### src/rtl/dac_spi_serializer.sv
// Serial DAC output stage: one-entry sample hold, MSB-first SPI frame, then an LDAC pulse.
// Optional macro DAC_OFFSET_BINARY_EN: invert the sample MSB at shift-register load (offset binary).
module dac_spi_serializer #(
  parameter int DATA_W    = 24,
  parameter int SCLK_HALF = 8
) (
  input  logic              clk,
  input  logic              reset,
  input  logic              sample_valid,
  input  logic [DATA_W-1:0] sample_in,
  input  logic              overrun_clr,
  output logic              sclk,
  output logic              sync_n,
  output logic              sdo,
  output logic              ldac_n,
  output logic              busy,
  output logic              overrun
);

  localparam int PH_W  = (SCLK_HALF > 1) ? $clog2(SCLK_HALF) : 1;
  localparam int BIT_W = $clog2(DATA_W + 1);
  localparam logic [PH_W-1:0]  PH_LAST  = PH_W'(SCLK_HALF - 1);
  localparam logic [BIT_W-1:0] BIT_LAST = BIT_W'(DATA_W);

  typedef enum logic [2:0] {IDLE, LEAD, SHIFT, TRAIL, LOAD} state_t;

  state_t                   state, state_nx;
  logic [PH_W-1:0]          phase, phase_nx;
  logic [BIT_W-1:0]         bit_cnt, bit_cnt_nx;
  logic signed [DATA_W-1:0] hold_data;
  logic signed [DATA_W-1:0] shreg, shreg_nx;
  logic                     hold_valid;
  logic                     consume;
  logic                     take_sample;
  logic                     ovr_evt;
  logic                     phase_end;
  logic                     sclk_nx;
  logic                     sdo_nx;

  function automatic logic signed [DATA_W-1:0] to_dac_code(input logic signed [DATA_W-1:0] s);
`ifdef DAC_OFFSET_BINARY_EN
    to_dac_code = $signed({~s[DATA_W-1], s[DATA_W-2:0]});
`else
    to_dac_code = s;
`endif
  endfunction

  // Hold entry is consumed on the IDLE edge that launches a frame; a strobe on that
  // same edge refills it instead of counting as an overrun.
  assign consume     = (state == IDLE) && hold_valid;
  assign take_sample = sample_valid && (!hold_valid || consume);
  assign ovr_evt     = sample_valid && hold_valid && !consume;
  assign phase_end   = (phase == PH_LAST);

  always_comb begin
    state_nx   = state;
    phase_nx   = phase + 1'b1;
    bit_cnt_nx = bit_cnt;
    sclk_nx    = sclk;
    sdo_nx     = sdo;
    shreg_nx   = shreg;
    unique case (state)
      IDLE: begin
        phase_nx = '0;
        if (hold_valid) begin
          state_nx   = LEAD;
          shreg_nx   = to_dac_code(hold_data);
          sdo_nx     = shreg_nx[DATA_W-1];
          sclk_nx    = 1'b0;
          bit_cnt_nx = '0;
        end
      end
      LEAD: if (phase_end) begin
        state_nx   = SHIFT;
        phase_nx   = '0;
        bit_cnt_nx = '0;
        sclk_nx    = 1'b1;
      end
      // bit_cnt counts falling edges; the frame ends after the low phase of the last bit
      SHIFT: if (phase_end) begin
        phase_nx = '0;
        if (sclk) begin
          sclk_nx    = 1'b0;
          shreg_nx   = shreg <<< 1;
          sdo_nx     = shreg[DATA_W-2];
          bit_cnt_nx = bit_cnt + 1'b1;
        end else if (bit_cnt == BIT_LAST) begin
          state_nx   = TRAIL;
          sdo_nx     = 1'b0;
          bit_cnt_nx = '0;
        end else begin
          sclk_nx = 1'b1;
        end
      end
      TRAIL: if (phase_end) begin
        state_nx = LOAD;
        phase_nx = '0;
      end
      LOAD: if (phase_end) begin
        state_nx = IDLE;
        phase_nx = '0;
      end
      default: begin
        state_nx = IDLE;
        phase_nx = '0;
      end
    endcase
  end

  always_ff @(posedge clk) begin
    if (reset) begin
      state   <= IDLE;
      phase   <= '0;
      bit_cnt <= '0;
      sclk    <= 1'b0;
      sdo     <= 1'b0;
      sync_n  <= 1'b1;
      ldac_n  <= 1'b1;
      busy    <= 1'b0;
    end else begin
      state   <= state_nx;
      phase   <= phase_nx;
      bit_cnt <= bit_cnt_nx;
      sclk    <= sclk_nx;
      sdo     <= sdo_nx;
      sync_n  <= !((state_nx == LEAD) || (state_nx == SHIFT));
      ldac_n  <= (state_nx != LOAD);
      busy    <= (state_nx != IDLE);
    end
  end

  always_ff @(posedge clk) begin
    shreg <= shreg_nx;
    if (take_sample) hold_data <= $signed(sample_in);
  end

  always_ff @(posedge clk) begin
    if (reset) begin
      hold_valid <= 1'b0;
      overrun    <= 1'b0;
    end else begin
      if (take_sample)  hold_valid <= 1'b1;
      else if (consume) hold_valid <= 1'b0;
      if (ovr_evt)          overrun <= 1'b1;
      else if (overrun_clr) overrun <= 1'b0;
    end
  end

endmodule

### config.mk
export PLATFORM = sky130hd
export DESIGN_NAME = dac_spi_serializer
export DESIGN_NICKNAME = d
export VERILOG_FILES = /design/src/rtl/dac_spi_serializer.sv
export SDC_FILE = /design/constraint.sdc
export NUM_CORES = 1
export LEC_CHECK = 0
export BUFFER_PORTS_ARGS = -buffer_cell sky130_fd_sc_hd__buf_2
export CORE_MARGIN = 2
export CORE_UTILIZATION = 50
export DETAILED_ROUTE_END_ITERATION = 8
export GPL_TIMING_DRIVEN = 1
export PLACE_DENSITY = 0.82
export REMOVE_ABC_BUFFERS = 1
export SETUP_SLACK_MARGIN = 0.4
export SYNTH_ARGS = -nofsm -noshare
export SYNTH_HDL_FRONTEND = slang
export SYNTH_SLANG_ARGS = --single-unit
export TNS_END_PERCENT = 30
### constraint.sdc
create_clock -name clk -period 4.3 [get_ports clk]
set_clock_uncertainty 0.2 [all_clocks]
set_input_delay 0.43 -clock clk [delete_from_list [all_inputs] [get_ports clk]]
set_output_delay 0.43 -clock clk [all_outputs]
set_load 0.02 [all_outputs]
==> summary.txt, run 1 <==
Logic synthesis
  – Number of flops mapped to enable cells by yosys: 47
  – Asr flop ratio synth: 0
  – Commonest cells in the netlist: edfxtp_1 (47), mux2_2 (23), dfxtp_1 (18)
  – Yosys cell types: 40
  – Register area share after synthesis: 0.685
  – Leading post-synthesis cells by cell area: edfxtp_1 (55%), dfxtp_1 (14%), mux2_2 (10%)
  – Seq cells post-synth: between 60 and 70
  – Synthesized area: roughly 2600 sq um
  – Count leader, synth: edfxtp_1
  – Top-area cell type share of the netlist area: 0.545
  – Area leader, netlist: edfxtp_1
  – Post-Synthesis Cells: 178
  – Top FF cell, synth: edfxtp_1
  – Synth warn: 0
  – Syn Area/Cell: 14.5 sq um

Global route
  – Vias in the first global route: between 1,000 and 1,500
  – First-pass GRT wire length: 6420 microns
  – Total grt overflow: 0
  – Pin count of the biggest net entering global routing: 25
  – Initial antenna violation count: 0
  – Total track usage: 0.147

Timing
  – Setup violators final: 0
  – Min Hold Slack: 0.0670 ns
  – Final Cycle Share: 0.603
  – Final hold vios: 0
  – RSZ-0062 raised after global routing: false
  – Slew headroom: 0.232
  – Worst slew pin tran: 1.15 ns
  – Slew Limit Fails: 0
  – Max Freq: 385 MHz
  – Final worst path period need: 2.59 ns
  – Setup TNS Final: 0 ns

Pwr
  – Sw frac: 0.221
  – Leak pwr: between 1 and 1.5 nW
  – VDD IR max: between 200 and 300 uV
  – Logic pwr share: 0.052
  – Share of power burned in registers: 0.599
  – Pwr dens: 405 nW/um^2
  – Psw: 0.000266 W
  – Clk pwr share: 0.349
  – Internal power: roughly 0.00094 W

CTS
  – CTS resizes: 0
  – H-tree lvl count: 3
  – Worst-case clock buffer depth: 2
  – CTS tree: built
  – Num CTS Buffers: 9
  – Reg clk slew, reported paths: 0.07 ns
  – Worst skew pair latency: 0.34 ns
  – Clk root buf: clkbuf_8
  – Post-CTS setup buffer count: 0
  – CTS hold repair buffers: 0
  – Sink Count: 65

Detailed routing
  – Wirelength, routed: 3870 microns
  – Vias: between 1,000 and 1,500
  – Number of nets with antenna violations after routing: 0
  – Wire per inst: around 13 microns
  – Vias per cell: between 5 and 6
  – Iter 0 DRT Violations: 182
  – TritonRoute pass-1 iters: 4
  – Drt drc: 0

Place
  – Post-DP HPWL: 2470 microns
  – Port bufs: 33
  – Final GP Congestion: 0.818
  – Post-Place Cells: 274

Worst setup path
  – CP top delay family: simple AND/OR/NAND/NOR gates
  – CP Launch Type: flop
  – Max FO, Critical Path: 24
  – Setup CP Type: flop to flop
  – Flop2flop setup slack: 1.71 ns
  – CP required: about 4.4 ns
  – CP Data Arrival Time: 2.66 ns
  – Largest stage delay, worst path: 0.98 ns
  – CP max stage cell: nor3b_4
  – Worst setup EP type: flop
  – Cell Chain, Critical Path: nor3b_4 > o21ai_0 > a31o_2 > a21oi_1
  – Worst path bufs/invs: 0

Run
  – MaxCap Viol Count: 0

Die
  – Initial Util: 0.513
  – Die Span X: 75.9 microns
  – Die height: 75.9 microns
  – Row Count: 26
  – Die Area: approximately 5800 sq um
  – I/O pin total: 34
  – Core ar.: 5040 sq um

Cells and area
  – Final non-filler cell total: 290
  – Layout cell share with drive strength beyond 1: 0.345
  – ANT cells: 0
  – Final #Nets: roughly 250
  – Area delta synth->final: 15.1%

Hold path
  – Min-Delay Path Class: primary input to flop

Outcome
  – Status: finished clean
stage by stage:
stage          worst slack [ns]  utilization  cell area (sq um)  total power [W]
3_3_place_gp               1.77        0.559               2820         0.000796
2_1_floorplan              1.25            -               2540         0.000769
3_5_place_dp               1.71        0.559               2820         0.000798
4_1_cts                    1.67        0.591               2980          0.00122
5_1_grt                    1.44        0.591               2980          0.00126
6_report                   1.71        0.591               2980          0.00120
per-layer routing:
layer  up-vias  global-route usage  wire [microns]
li1        742                   -               -
met3         6              0.0702             206
met1       694               0.193            1850
met4         0              0.0655              46
met5         -                   0               0
met2        44               0.210            1770
cells by family after synthesis:
group,count (synthesis),share of synthesized area
flip-flops,65,0.685
AND/OR/NAND/NOR,39,0.0875
AO/OA/AOI/OAI,29,0.0701
multiplexers,24,0.104
buffers and inverters,15,0.0276
adder cells (fa/ha/maj),4,0.0193
XOR/XNOR,2,0.00677
flip-flops by register name, summed over array words and instances (netlist names):
signal	flops
phase	3
hold_valid	1
busy	1
ldac_n	1
overrun	1
bit_cnt	5
state	3
sclk	1
shreg	23
sync_n	1
sdo	1
hold_data	24
area by class of cell:
| cell class | count | area (sq um) |
|---|---|---|
| Timing Repair Buffer | 34 | 173 |
| Fill cell | 385 | 2060 |
| Clock buffer | 9 | 124 |
| Multi-Input combinational cell | 98 | 758 |
| Sequential cell | 65 | 1770 |
| Inverter | 7 | 26.3 |
| Tap cell | 70 | 87.6 |
| Clock inverter | 7 | 37.5 |
power by group through the flow:
stage               sequential (W)  clock [W]  combinational [W]
finish                    0.000721   0.000420          0.0000632
global route              0.000724   0.000460          0.0000708
CTS                       0.000721   0.000432          0.0000640
detailed placement        0.000735          0          0.0000638
global placement          0.000734          0          0.0000612
floorplan                 0.000734          0          0.0000348
cell usage in the layout, fill, tap and decap left out, types with 4 or more instances in the layout:
cell type | netlist | routed
o21ai_0 | 5 | 5
dfxtp_1 | 18 | 18
inv_1 | 6 | 6
nor2_1 | 11 | 11
mux2_2 | 23 | 23
a21oi_1 | 11 | 11
ha_1 | 4 | 4
edfxtp_1 | 47 | 47
o31ai_1 | 4 | 4
clkbuf_8 | 0 | 9
nor2b_1 | 5 | 4
buf_2 | 3 | 33
path summary, 6_finish.rpt:
check	start	to	cells after the start
worst max-delay path	state[1]$_SDFF_PP0_	bit_cnt[3]$_SDFFE_PP0P_	4
worst min-delay path	sample_in[13]	hold_data[13]$_DFFE_PP_	1
worst max register to register	state[1]$_SDFF_PP0_	bit_cnt[3]$_SDFFE_PP0P_	4
worst min register to register	phase[0]$_SDFF_PP0_	phase[0]$_SDFF_PP0_	1
worst register-to-register path, cell delays in order (launching register included):
cell and delay (ns):
dfxtp_1 0.66, nor3b_4 0.98, o21ai_0 0.22, a31o_2 0.35
a21oi_1 0.12
Power figures use the tool's default switching activity.
==> inputs of run 2 (changes only) <==
PLACE_DENSITY = 0.84   (was 0.82)
clock period = 2.25 ns   (was 4.3 ns; I/O delays follow)
==> run 2 against run 1 <==
  * Design area is 21% higher
  * Sequential share of layout area is 10 points lower
  * First-iteration DRC count is 12% lower
  * Wire length is 40% higher
  * Via count is 19% higher
  * Power is 120% higher
  * Die area stayed put
  * Non-clock buffer count is 48 higher
  * Final cell count is 17% higher
  * Maximum frequency is 33% higher
  * Sequential power is 90% higher
  * Highest routed layer unchanged
==> summary.txt, run 2 (synthesis gave the netlist of run 1 again) <==
Detailed routing
  – Vias: 1,767
  – Drt drc: 0
  – Wire per inst: 16.0 microns
  – Wirelength, routed: 5420 microns
  – Iter 0 DRT Violations: 160
  – Number of nets with antenna violations after routing: 0
  – TritonRoute pass-1 iters: 4
  – Vias per cell: 5.21

Worst setup path
  – CP Data Arrival Time: 1.96 ns
  – Worst r2r dst: sdo$_SDFFE_PP0P_
  – Largest stage delay, worst path: 0.34 ns
  – Crit Reg-Reg Startpoint: bit_cnt[0]$_SDFFE_PP0P_
  – Cell Chain, Critical Path: inv_1 > ha_1 > and4b_2 > o211ai_1 > a211oi_2 > mux2_4
  – Critical Path Stages: 6
  – Worst path bufs/invs: 1
  – CP Launch Type: flop
  – Flop2flop setup slack: between 0.3 and 0.4 ns
  – CP required: 2.27 ns
  – CP max stage cell: dfxtp_2
  – Worst reg2reg path depth: 6
  – Setup CP Type: flop to flop
  – CP top delay family: compound AO/OA/AOI/OAI gates
  – Worst setup EP type: flop
  – Max FO, Critical Path: 4

Timing
  – Setup WS post-layout: between 0.3 and 0.4 ns
  – Slew Limit Fails: 0
  – Slew headroom: 0.591
  – RSZ-0062 raised after global routing: true
  – Max Freq: 514 MHz
  – Min Hold Slack: about 0.025 ns
  – Worst slew pin tran: a little over 0.6 ns
  – Setup violators final: 0
  – Final hold vios: 0
  – Final Cycle Share: 0.864
  – Setup TNS Final: 0 ns
  – Final worst path period need: 1.94 ns

Global route
  – Grt met1 use: 0.211
  – Total track usage: 0.186
  – Total grt overflow: 0
  – Vias in the first global route: 1,775
  – First-pass GRT wire length: 8110 microns
  – Pin count of the biggest net entering global routing: 25
  – Grt met3 use: 0.0560
  – Gr busiest metal: met2
  – Initial antenna violation count: 0
  – GR Layer Usage met2: 0.327

Place
  – Port bufs: 33
  – Dpl ws: between 0.07 and 0.08 ns
  – Final GP Congestion: 0.806
  – Post-DP HPWL: 2850 microns
  – Post-Place Cells: 282

CTS
  – Sink Count: between 60 and 70
  – Num CTS Buffers: 9
  – Worst-case clock buffer depth: 2
  – Clk root buf: clkbuf_8
  – Reg clk slew, reported paths: 0.07 ns
  – Worst skew pair latency: 0.34 ns
  – CTS tree: built
  – H-tree lvl count: 3

Die
  – Die height: 75.9 microns
  – Die Area: 5770 sq um
  – Initial Util: 0.513
  – Die Span X: between 70 and 80 microns
  – I/O pin total: 34
  – Row Count: 26
  – Core ar.: 5040 sq um

Run
  – MaxCap Viol Count: 0

Hold path
  – WHS Endpoint: overrun$_SDFFE_PP0P_
  – Hold Path Origin: overrun_clr
  – Min-Delay Path Class: primary input to flop
  – Worst hold path depth: 4

Cells and area
  – Final #Nets: ~300
  – Largest registers: hold_data (24), shreg (23), bit_cnt (5)
  – Layout cell share with drive strength beyond 1: 0.428
  – Area delta synth->final: 38.9%
  – Number of flip-flops in the largest register: 24
  – Most frequent cells in the layout: edfxtp_1 (47), buf_2 (34), dlygate4sd3_1 (26)
  – Final non-filler cell total: 339
  – ANT cells: 0
  – Reg with most FFs: hold_data
  – Most common cell after layout, fill and taps aside: edfxtp_1

Pwr
  – Leak pwr: 1.36 nW
  – Design Power: around 0.0026 W
  – VDD IR max: between 700 and 800 uV
  – Pwr dens: 734 nW/um^2

Outcome
  – Status: finished clean
[run 2: routing by layer]
| metal | vias to the layer above | part of all wire |
|---|---|---|
| li1 | 843 | - |
| met3 | 6 | 0.046 |
| met2 | 61 | 0.53 |
| met1 | 857 | 0.42 |
| met5 | - | 0 |
| met4 | 0 | 0.0085 |
[run 2: report_power, final]
group | internal (W) | switching [W]
registers | 0.00135 | 0.0000214
clock network | 0.000654 | 0.000413
logic | 0.000105 | 0.0000927
total | 0.00211 | 0.000527
[run 2: how the worst max path moves through the flow]
stage	startpoint	slack, ns	end
4_1_cts	bit_cnt[0]$_SDFFE_PP0P_	0.20	sdo$_SDFFE_PP0P_
3_5_place_dp	phase[0]$_SDFF_PP0_	0.07	bit_cnt[3]$_SDFFE_PP0P_
5_1_grt	bit_cnt[0]$_SDFFE_PP0P_	0.26	sdo$_SDFFE_PP0P_
3_3_place_gp	phase[0]$_SDFF_PP0_	0.19	bit_cnt[3]$_SDFFE_PP0P_
6_report	bit_cnt[0]$_SDFFE_PP0P_	0.31	sdo$_SDFFE_PP0P_
2_1_floorplan	phase[0]$_SDFF_PP0_	-0.80	shreg[0]$_SDFFCE_PP0P_
[run 2: area by class of cell]
class	instances	area (sq um)
flip-flops and latches	65	1780
fillers	315	1450
multi-input cells	99	865
repair buffers	82	627
clock buffers	13	149
well taps	70	87.6
clock inverters	3	65.1
inverters	7	26.3
[run 2: worst register-to-register path, delay by kind of cell, from the launching register on]
kind,cells,cell delay [ns]
mux,1,0.34
compound gates,2,0.45
buf+inv,1,0.07
flops,1,0.34
fa+ha+maj,1,0.17
simple gates,1,0.27
[run 2: through the flow]
step | utilization | area [sq um]
2_1_floorplan | - | 2540
3_3_place_gp | 0.570 | 2880
3_5_place_dp | 0.570 | 2880
4_1_cts | 0.680 | 3430
5_1_grt | 0.713 | 3590
6_report | 0.713 | 3590
[run 2: timing repair]
action	in CTS	in global routing
buffers inserted	5	7
pin swaps	5	6
resized for setup	9	24
setup endpoints to repair	55	68
hold buffers	26	0
gates cloned	0	3
endpoints found under the hold margin	26	0
